===== config.mk =====
export PLATFORM = sky130hd
export DESIGN_NAME = csa3_pipe_adder
export DESIGN_NICKNAME = d
export VERILOG_FILES = /design/src/rtl/csa3_pkg.sv /design/src/rtl/csa3_row.sv /design/src/rtl/csa3_pipe_adder.sv
export SDC_FILE = /design/constraint.sdc
export NUM_CORES = 1
export LEC_CHECK = 0
export ABC_AREA = 1
export BUFFER_PORTS_ARGS = -buffer_cell sky130_fd_sc_hd__buf_4
export CELL_PAD_IN_SITES_DETAIL_PLACEMENT = 1
export CELL_PAD_IN_SITES_GLOBAL_PLACEMENT = 2
export CORE_MARGIN = 5
export CORE_UTILIZATION = 32
export CTS_CLUSTER_DIAMETER = 150
export DETAILED_ROUTE_END_ITERATION = 8
export MAX_ROUTING_LAYER = met4
export PLACE_DENSITY_LB_ADDON = 0.1
export SYNTH_ARGS = -nofsm -noshare
export SYNTH_HDL_FRONTEND = slang
export SYNTH_SLANG_ARGS = --single-unit

===== constraint.sdc =====
create_clock -name clk -period 3.2 [get_ports clk]
set_input_delay 0 -clock clk [delete_from_list [all_inputs] [get_ports clk]]
set_output_delay 0 -clock clk [all_outputs]
set_load 0.005 [all_outputs]

===== src/rtl/csa3_pkg.sv =====
// -----------------------------------------------------------------------------
// csa3_pkg
// Shared width helpers for the three-operand carry-save adder family.
// The MAC8 datapath reuses these so that all blocks agree on result widths.
//   sum_w(width)        : width of a full A+B+C result (width + 2)
//   acc_w(width, guard) : width of the running accumulator (sum_w + guard)
// -----------------------------------------------------------------------------
package csa3_pkg;

    // Three operands of at most 2^w-1 sum to less than 2^(w+2).
    function automatic int sum_w(input int width);
        return width + 2;
    endfunction

    function automatic int acc_w(input int width, input int guard);
        return sum_w(width) + guard;
    endfunction

endpackage


===== src/rtl/csa3_row.sv =====
// -----------------------------------------------------------------------------
// csa3_row
// Purely combinational WIDTH-wide row of full adders that compresses three
// operands into a sum vector and a carry vector (carry-save form).
//   a, b, c : operand bits                    (in,  WIDTH)
//   s       : per-bit sum   a ^ b ^ c         (out, WIDTH)
//   cy      : per-bit carry maj(a, b, c)      (out, WIDTH), weight 2^(i+1)
// Also holds reversible_full_adder, the Peres-gate style cell the row uses.
// -----------------------------------------------------------------------------
module reversible_full_adder (
    input  logic a,
    input  logic b,
    input  logic c,
    output logic s,
    output logic co
);
    logic p;

    // Peres structure: the propagate term is shared by sum and carry, and the
    // carry is formed with XOR so the cell maps onto a reversible gate pair.
    assign p  = a ^ b;
    assign s  = p ^ c;
    assign co = (a & b) ^ (p & c);
endmodule

module csa3_row #(
    parameter int WIDTH = 6
) (
    input  logic [WIDTH-1:0] a,
    input  logic [WIDTH-1:0] b,
    input  logic [WIDTH-1:0] c,
    output logic [WIDTH-1:0] s,
    output logic [WIDTH-1:0] cy
);
    for (genvar i = 0; i < WIDTH; i++) begin : g_fa
        reversible_full_adder u_fa (
            .a  (a[i]),
            .b  (b[i]),
            .c  (c[i]),
            .s  (s[i]),
            .co (cy[i])
        );
    end
endmodule


===== src/rtl/csa3_pipe_adder.sv =====
// -----------------------------------------------------------------------------
// csa3_pipe_adder
// Two-stage pipelined three-operand adder (A+B+C) with valid/ready on both
// sides. Stage 1 registers the carry-save sum/carry vectors, stage 2 registers
// the carry-propagate result. Up to two triples are in flight.
//   clk, rst_n          : clock, asynchronous active-low reset
//   in_valid / in_ready : operand handshake; in_ready never looks at in_valid
//   a, b, c             : unsigned operands (WIDTH)
//   out_valid/out_ready : result handshake
//   sum                 : full-width result (WIDTH+2), never wraps
// Optional feature, macro CSA3_ACCUM_EN:
//   clear               : synchronous accumulator clear, wins over a transfer
//   acc_out             : running total of transferred sums (SUM_W+ACC_GUARD)
//   acc_ovf             : sticky carry-out of the accumulator
// -----------------------------------------------------------------------------
module csa3_pipe_adder
    import csa3_pkg::*;
#(
    parameter int WIDTH     = 6,
    parameter int ACC_GUARD = 4,
    localparam int SUM_W    = sum_w(WIDTH)
) (
    input  logic             clk,
    input  logic             rst_n,
    input  logic             in_valid,
    output logic             in_ready,
    input  logic [WIDTH-1:0] a,
    input  logic [WIDTH-1:0] b,
    input  logic [WIDTH-1:0] c,
    output logic             out_valid,
    input  logic             out_ready,
    output logic [SUM_W-1:0] sum
`ifdef CSA3_ACCUM_EN
    ,
    input  logic                                 clear,
    output logic [acc_w(WIDTH, ACC_GUARD)-1:0]   acc_out,
    output logic                                 acc_ovf
`endif
);

    if (WIDTH < 2 || ACC_GUARD < 0) begin : g_param_check
        $error("csa3_pipe_adder: WIDTH must be >= 2 and ACC_GUARD >= 0");
    end

    // Carry-save row
    logic [WIDTH-1:0] row_s;
    logic [WIDTH-1:0] row_cy;

    csa3_row #(.WIDTH(WIDTH)) u_row (
        .a  (a),
        .b  (b),
        .c  (c),
        .s  (row_s),
        .cy (row_cy)
    );

    // Pipeline state
    logic             s1_valid_q,  s1_valid_d;
    logic [WIDTH-1:0] s1_s_q,      s1_s_d;
    logic [WIDTH:0]   s1_c_q,      s1_c_d;   // bit 0 is always zero
    logic             out_valid_q, out_valid_d;
    logic [SUM_W-1:0] sum_q,       sum_d;

    logic s1_adv;
    logic s2_adv;
    logic accept;

    always_comb begin
        // NOTE: every variable gets a default before any branch, so no path
        // leaves one unassigned and no latch is inferred.
        s2_adv      = !out_valid_q || out_ready;
        s1_adv      = !s1_valid_q || s2_adv;
        accept      = in_valid && s1_adv;

        s1_valid_d  = s1_valid_q;
        s1_s_d      = s1_s_q;
        s1_c_d      = s1_c_q;
        out_valid_d = out_valid_q;
        sum_d       = sum_q;

        if (s1_adv) begin
            s1_valid_d = accept;
        end
        if (accept) begin
            s1_s_d = row_s;
            s1_c_d = {row_cy, 1'b0};    // carries move up one bit position
        end
        if (s2_adv) begin
            out_valid_d = s1_valid_q;
            sum_d       = {2'b00, s1_s_q} + {1'b0, s1_c_q};
        end
    end

    always_ff @(posedge clk or negedge rst_n) begin
        if (!rst_n) begin
            s1_valid_q  <= 1'b0;
            s1_s_q      <= '0;
            s1_c_q      <= '0;
            out_valid_q <= 1'b0;
            sum_q       <= '0;
        end else begin
            // NOTE: non-blocking assignments so every flop samples the values
            // from before the edge, independent of statement order.
            s1_valid_q  <= s1_valid_d;
            s1_s_q      <= s1_s_d;
            s1_c_q      <= s1_c_d;
            out_valid_q <= out_valid_d;
            sum_q       <= sum_d;
        end
    end

    assign in_ready  = s1_adv;
    assign out_valid = out_valid_q;
    assign sum       = sum_q;

`ifdef CSA3_ACCUM_EN
    localparam int ACC_W = acc_w(WIDTH, ACC_GUARD);

    logic [ACC_W-1:0] acc_q, acc_d;
    logic             acc_ovf_q, acc_ovf_d;
    logic [ACC_W:0]   acc_sum;
    logic             out_xfer;

    always_comb begin
        out_xfer  = out_valid_q && out_ready;
        acc_sum   = {1'b0, acc_q} + (ACC_W + 1)'(sum_q);
        acc_d     = acc_q;
        acc_ovf_d = acc_ovf_q;

        // Clear wins: a transfer in the same cycle is dropped from the total.
        if (clear) begin
            acc_d     = '0;
            acc_ovf_d = 1'b0;
        end else if (out_xfer) begin
            acc_d     = acc_sum[ACC_W-1:0];
            acc_ovf_d = acc_ovf_q || acc_sum[ACC_W];
        end
    end

    always_ff @(posedge clk or negedge rst_n) begin
        if (!rst_n) begin
            acc_q     <= '0;
            acc_ovf_q <= 1'b0;
        end else begin
            acc_q     <= acc_d;
            acc_ovf_q <= acc_ovf_d;
        end
    end

    assign acc_out = acc_q;
    assign acc_ovf = acc_ovf_q;
`endif

endmodule


# After elaboration in Yosys (flattened, before gate mapping)
# Index checks and enable logic that the tools add are counted.
[classes] n_addsub=1 n_bitwise=30 n_reduce_logical=5
[ops] cell="$xor 1x1->1" count=18
[ops] cell="$and 1x1->1" count=12
[ops] cell="$add 6x7->8" count=1
[ops] cell="$logic_not 1->1" count=2
[ops] cell="$logic_or 1x1->1" count=2
[ops] cell="$logic_and 1x1->1" count=1
[word_totals] reg_bits=22 input_bits=22 out_inout_bits=10

# Depth between registers and ports, before layout
# Gate-level depths: netlist of the first run.
[depth] word_depth=4 mapped_depth=10 mapped_depth_nobuf=10

# Modules after synthesis
# From an unflattened synthesis of the first run, not the netlist that was laid out.
[hier_totals] hier_cells=132 area_unflattened_um2=1186.1
[modules_own_cells] module="csa3_pipe_adder" n_inst=1 cells_each=126 area_each_um2=1066.0 seq_area_each_um2=550.5
[modules_own_cells] module="reversible_full_adder" n_inst=6 cells_each=1 area_each_um2=20.0 seq_area_each_um2=0.0

# Least setup slack after synthesis of the first run
# No wires, ideal clock.
[synth_path] path_kind="register to register" startpoint="register s1_s_q[1]" endpoint="register sum_q[5], in the netlist sum[5]" t_arrival_ps=1252 t_required_ps=3083 path_slack_ps=1830 stages_incl_launch_ff=10 n_path_buf=0 path_cell_list="dfrtp_1 > ha_1 > inv_1 > fa_1 > inv_1 > nand3_1 > nand2_1 > nand2_1 > nand3_1 > nand2_1"
[synth_via] elab_chain_cells=1
[synth_rtl] item="start, declared" line="csa3_pipe_adder.sv:59" text="logic [WIDTH-1:0] s1_s_q, s1_s_d;"
[synth_rtl] item="start signal, assigned" line="csa3_pipe_adder.sv:105" text="s1_s_q <= s1_s_d;"
[synth_rtl] item="$add 6x7->8" line="csa3_pipe_adder.sv:90" text="sum_d = {2'b00, s1_s_q} + {1'b0, s1_c_q};"
[synth_rtl] item="end signal, assigned" line="csa3_pipe_adder.sv:108" text="sum_q <= sum_d;"
[synth_rtl] item="end, declared" line="csa3_pipe_adder.sv:62" text="logic [SUM_W-1:0] sum_q, sum_d;"
# No other way between the ends.
# A chain may end at the register's enable or synchronous reset.

# Worst setup path after layout of the first run
# Ends and elaborated chain as after synthesis.

==> run_results.csv, run 1 <==
group,metric,value,unit
status,status,"completed",
global_route,grt_usage,11.50,%
finish,layout.nets,199,
pwr,power_frac_clock,22.5,%
critical_path,crit_required,3.36,ns
synthesis,ys_top_cells_by_area,"dfrtp_1 (46%), nand2_1 (15%), fa_1 (12%)",
global_route,grt-ovfl-total,0,
floorplanning,die_h,70.88,um
finish,diodes,0,
critical_path,startpoint_type,"register",
drt,wire_per_inst,12.45,um
synthesis,syn_inst,132,
sta,slew_violations,0,
hold_path,min_path_type,"input pin to register",
critical_path,crit_fanout,2,
floorplanning,coreArea,3633,um^2
clocking,cts_buffer_depth,2,
global_route,grt_max_degree,23,
drt,ant_nets,0,
synthesis,avgSynthCellArea,8.986,um^2
pwr,switching_share,32.39,%
floorplanning,row_count,22,
place,place.gp.congestion,0.7598,
drt,route.detailed.drc,0,
critical_path,r2r-end,"sum[5]$_DFFE_PN0P_",
finish,layout.cells.non_filler,212,
sta,slew-limit-headroom,79.80,%
clocking,cts_tree,"yes",
synthesis,yosys.area.top_type,"dfrtp_1",
sta,rsz0062_at_grt,"false",
critical_path,cp_common_cell,"nand2_1",
pwr,power.share.sequential,43.3,%
synthesis,async_flop_share,100.0,%
global_route,antenna_found_initial,0,
pwr,p_leak,0.8074,nW
floorplanning,fp.dieW,70.88,um
finish,layout-drive-gt1-share,23.78,%
pwr,peakVddDrop,159.9,uV
critical_path,max_stage_delay,0.38,ns
sta,fmax,659.0,MHz
synthesis,syn_area,1186,um^2
synthesis,synth_top_area_share,46.41,%
drt,drtPass1Iterations,4,
sta,tightest_slew,0.3023,ns
hold_path,min_path_cells,4,
pwr,p_per_area,590.0,nW/um^2
drt,drt-initial-drc-count,40,
global_route,grt_pass1_wl,4471,um
sta,finClkSkew,0.002856,ns
sta,min_period,1.517,ns
critical_path,worstPathArrival,1.67,ns
critical_path,critical_path.startpoint,"s1_s_q[1]$_DFFE_PN0P_",
synthesis,syn-num-nets,166,
drt,wirelength,2639,um
critical_path,r2r-start,"s1_s_q[1]$_DFFE_PN0P_",
clocking,cts_root_buf,"clkbuf_8",
clocking,cts.sinks,22,
hold_path,hp-start,"out_ready",
drt,via_per_inst,4.552,
critical_path,crit_chain,"ha_1 > inv_1 > fa_1 > inv_1 > nand3_1 > nand2_1 > nand2_1 > nand3_1 > nand2_1",
critical_path,crit_slowest_cell,"fa_1",
place,portBuffers,31,
sta,finalCritPeriodShare,47.42,%
clocking,h-tree-depth,1,
hold_path,min_to,"sum[0]$_DFFE_PN0P_",
floorplanning,die_area,5024,um^2
sta,hold_viol,0,
critical_path,r2r_setup_slack,1.68,ns
clocking,cts_buffers,3,
critical_path,end_kind,"register",
global_route,grt_pass1_vias,990,
drt,vias,965,
place,dp_hpwl,2104,um
floorplanning,ios,32,
pwr,comb_power_share,34.3,%
synthesis,yosys-top-cells-count,"nand2_1 (46), dfrtp_1 (22), nand3_1 (16)",
pwr,p_int,605.4,uW
sta,fin_tns_setup,0,ns
finish,synthToLayoutAreaGrowth,27.95,%
synthesis,ys_ff_latch,22,
clocking,clk_pin_slew_worst_paths,0.08,ns
place,dp.cells,207,
pwr,switchingPower,290.1,uW
floorplanning,start_util,32.64,%
synthesis,seq_area_frac_synth,46.41,%
synthesis,synth_edf_count,0,
synthesis,yosysMostFrequentCell,"nand2_1",
synthesis,synth_flop_cell,"dfrtp_1",
critical_path,setup.worst_path.class,"register to register",
clocking,clock_latency,0.26,ns
sta,setup_viol_count_final,0,
clocking,post_cts_resized,0,
synthesis,ys_warn_count,0,
run,max_cap_viol_count,0,
synthesis,ys_types,16,
critical_path,reg2reg_depth,9,
==> sequential cells by signal (all words and copies together) (netlist names) <==
register and cells:
sum 8, s1_c_q 6, s1_s_q 6, out_valid 1, s1_valid_q 1
==> layer usage <==
metal / global-route usage [%] / up-vias / wire, um
met2: 18.13 / 27 / 1255
li1: - / 478 / -
met3: 1.847 / 4 / 142
met5: - / - / 0
met1: 14.32 / 456 / 1193
met4: 5.637 / 0 / 47
==> cell type report <==
| type | instances | area, um^2 |
|---|---|---|
| clock buffers | 4 | 55.05 |
| multi-input cells | 94 | 564.3 |
| repair buffers | 32 | 242.7 |
| inverters | 12 | 45.04 |
| well taps | 48 | 60.06 |
| flip-flops and latches | 22 | 550.5 |
| fillers | 472 | 2116 |
==> worst max-delay path, delay by kind of cell, from the launching register on <==
kind                     cells  cell delay, ns
adder cells (fa/ha/maj)      2            0.56
buffers and inverters        2            0.15
flip-flops                   1            0.37
AND/OR/NAND/NOR              5            0.35
==> cells by family (layout without fill, tap and decap cells) <==
kind of cell / Yosys count / in the layout / synth area share, %
simple gates: 74 / 74 / 27.11
flops: 22 / 22 / 46.41
buf+inv: 16 / 48 / 6.012
fa+ha+maj: 12 / 12 / 17.09
compound gates: 8 / 8 / 3.375
==> what timing repair did <==
action / 4_1_cts / 5_1_grt
endpoints found under the hold margin: 22 / 0
hold buffers: 1 / 0
buffers inserted: 0 / 0
==> worst max path at each step <==
stage | end | cells past startpoint
after detailed placement | sum[5]$_DFFE_PN0P_ | 9
final | sum[5]$_DFFE_PN0P_ | 9
after global placement | sum[5]$_DFFE_PN0P_ | 9
after global routing | sum[5]$_DFFE_PN0P_ | 9
after CTS | sum[5]$_DFFE_PN0P_ | 9
after floorplan | sum[5]$_DFFE_PN0P_ | 9
==> layout by cell type (no fill, tap or decap) <==
cell type      synthesis  final
nand3_1               16     16
ha_1                   5      5
fa_1                   7      7
nand3b_1               1      1
nand2_4                1      1
a21oi_1                5      5
buf_4                  0     31
or2_2                  1      1
inv_1                 12     12
nand2_2                1      1
clkbuf_8               0      4
dlygate4sd3_1          0      1
nor2_1                 7      7
dfrtp_1               22     22
nor2_4                 1      1
nand2_1               46     46
o21ai_0                3      3
==> power by group through the flow <==
stage / clock [mW] / combinational [mW] / sequential (mW)
finish: 0.201 / 0.307 / 0.387
detailed placement: 0 / 0.312 / 0.396
CTS: 0.209 / 0.315 / 0.390
floorplan: 0 / 0.172 / 0.390
global placement: 0 / 0.306 / 0.389
global route: 0.218 / 0.352 / 0.398
==> per-stage QoR <==
stage / utilization [%] / setup WS (ns) / area [um^2] / power, mW / hold WS (ns)
5_1_grt: 41.77 / 1.508 / 1518 / 0.9679 / 0.06422
6_report: 41.77 / 1.683 / 1518 / 0.8955 / 0.03707
2_1_floorplan: - / 1.830 / 1186 / 0.5622 / -0.2956
3_5_place_dp: 39.98 / 1.666 / 1453 / 0.7078 / -0.08950
3_3_place_gp: 39.98 / 1.755 / 1453 / 0.6959 / -0.09136
4_1_cts: 41.77 / 1.652 / 1518 / 0.9149 / 0.03587
(Power assumes the default switching activity.)
==> run 2: changes to the inputs <==
- CORE_UTILIZATION: 32 -> 27
- clock period: 3.2 -> 1.35 ns (I/O delays scaled with it)
==> run_results.csv, run 2 (synthesis gave the netlist of run 1 again) <==
group,metric,value,unit
critical_path,cp_common_cell,"nand2_1",
sta,fin_tns_setup,-0.1777,ns
global_route,grt-ovfl-total,0,
critical_path,crit_chain,"ha_2 > inv_2 > fa_2 > inv_2 > nand3_2 > nand2_1 > nand2_1 > nand3_1 > nand2_1",
pwr,p_per_area,1395,nW/um^2
clocking,cts.sinks,22,
place,dpl_cell_area,1485,um^2
drt,via_per_inst,4.364,
sta,hold_viol,0,
floorplanning,coreArea,4294,um^2
finish,diodes,0,
critical_path,crit_required,1.51,ns
finish,num-fill-cells,538,
sta,holdWs,0.06188,ns
global_route,grt_max_degree,23,
clocking,cts_buffer_depth,2,
sta,tightest_slew,0.2933,ns
finish,layout.nets,208,
finish,layout.cells.non_filler,225,
finish,fin_util,38.20,%
critical_path,setup.worst_path.class,"register to register",
sta,setup_slack,-0.08464,ns
drt,drt-initial-drc-count,18,
global_route,grt_usage,10.72,%
pwr,p_leak,0.8502,nW
global_route,antenna_found_initial,0,
sta,setup_viol_count_final,3,
clocking,cts_root_buf,"clkbuf_8",
place,portBuffers,31,
drt,route.detailed.drc,0,
sta,slew-limit-headroom,80.44,%
run,max_cap_viol_count,0,
clocking,clk_pin_slew_worst_paths,0.08,ns
critical_path,crit_fanout,2,
place,place.gp.congestion,0.7219,
sta,fmax,697.0,MHz
sta,finClkSkew,0.002752,ns
place,dp_hpwl,2245,um
place,dp.cells,214,
finish,final_common_cell,"nand2_1",
status,status,"finished with violations",
finish,layout-drive-gt1-share,34.10,%
drt,wire_per_inst,13.02,um
finish,largest_reg_flops,8,
floorplanning,start_util,27.62,%
status,failed_checks,"setup timing",
floorplanning,die_h,76.28,um
drt,vias,982,
finish,finish.instance_area,1640,um^2
finish,most-common-layout-cells,"nand2_1 (45), buf_4 (40), dfrtp_1 (22)",
critical_path,crit_slowest_cell,"dfrtp_1",
clocking,clock_latency,0.26,ns
sta,slew_violations,0,
drt,ant_nets,0,
floorplanning,fp.dieW,76.28,um
hold_path,min_path_type,"input pin to register",
finish,synthToLayoutAreaGrowth,38.29,%
clocking,h-tree-depth,1,
critical_path,worstPathArrival,1.59,ns
place,place_ws,-0.1157,ns
global_route,grt_pass1_vias,1134,
drt,wirelength,2929,um
critical_path,max_stage_delay,0.36,ns
critical_path,end_kind,"register",
global_route,grt_pass1_wl,5002,um
floorplanning,row_count,24,
floorplanning,die_area,5819,um^2
drt,drtPass1Iterations,4,
pwr,total_power,2.288,mW
sta,finalCritPeriodShare,106.3,%
clocking,cts_tree,"yes",
clocking,cts_buffers,3,
critical_path,startpoint_type,"register",
pwr,peakVddDrop,374.1,uV
critical_path,r2r_setup_slack,-0.08,ns
sta,min_period,1.435,ns
floorplanning,ios,32,
sta,rsz0062_at_grt,"true",
finish,seq_area,550.5,um^2
finish,multi_input_area,614.3,um^2
run 2: what timing repair did:
| action | in CTS | in global routing |
|---|---|---|
| hold endpoints to repair | 22 | 0 |
| gates resized for setup | 5 | 8 |
| hold buffers | 1 | 0 |
| pin swaps | 4 | 5 |
| setup endpoints to repair | 3 | 7 |
| buffers inserted | 2 | 4 |
run 2: layer usage:
| layer | global-route usage (%) | part of all wire, % | routed length (um) | vias up |
|---|---|---|---|---|
| met4 | 4.196 | 0.79 | 23 | 0 |
| met5 | - | 0 | 0 | - |
| met2 | 17.29 | 49 | 1422 | 21 |
| li1 | - | - | - | 493 |
| met1 | 12.87 | 46 | 1333 | 466 |
| met3 | 2.600 | 5.1 | 150 | 2 |
run 2: area by class of cell:
class | instances | share of cell area, %
Clock buffer | 4 | 3.356
Inverter | 12 | 2.746
Multi-Input combinational cell | 94 | 37.45
Sequential cell | 22 | 33.56
Tap cell | 52 | 3.966
Timing Repair Buffer | 41 | 18.92
run 2: worst paths after layout:
| kind | end | startpoint | cells past startpoint |
|---|---|---|---|
| setup / recovery | sum[5]$_DFFE_PN0P_ | s1_s_q[1]$_DFFE_PN0P_ | 9 |
| hold / removal | s1_s_q[4]$_DFFE_PN0P_ | in_valid | 3 |
| setup reg to reg | sum[5]$_DFFE_PN0P_ | s1_s_q[1]$_DFFE_PN0P_ | 9 |
| hold reg to reg | sum[0]$_DFFE_PN0P_ | sum[0]$_DFFE_PN0P_ | 2 |
| max in group asynchronous | s1_c_q[4]$_DFFE_PN0P_ | rst_n | 2 |
| min in group asynchronous | sum[0]$_DFFE_PN0P_ | rst_n | 2 |
run 2: critical path, delay by kind of cell (launching register included):
family	cells	cell delay [ns]
buffers and inverters	2	0.12
AND/OR/NAND/NOR	5	0.32
flip-flops	1	0.36
adder cells (fa/ha/maj)	2	0.53
run 2: power breakdown:
group	switching, mW	internal (mW)
Clock	0.214	0.260
Sequential	0.107	0.825
Combinational	0.431	0.452
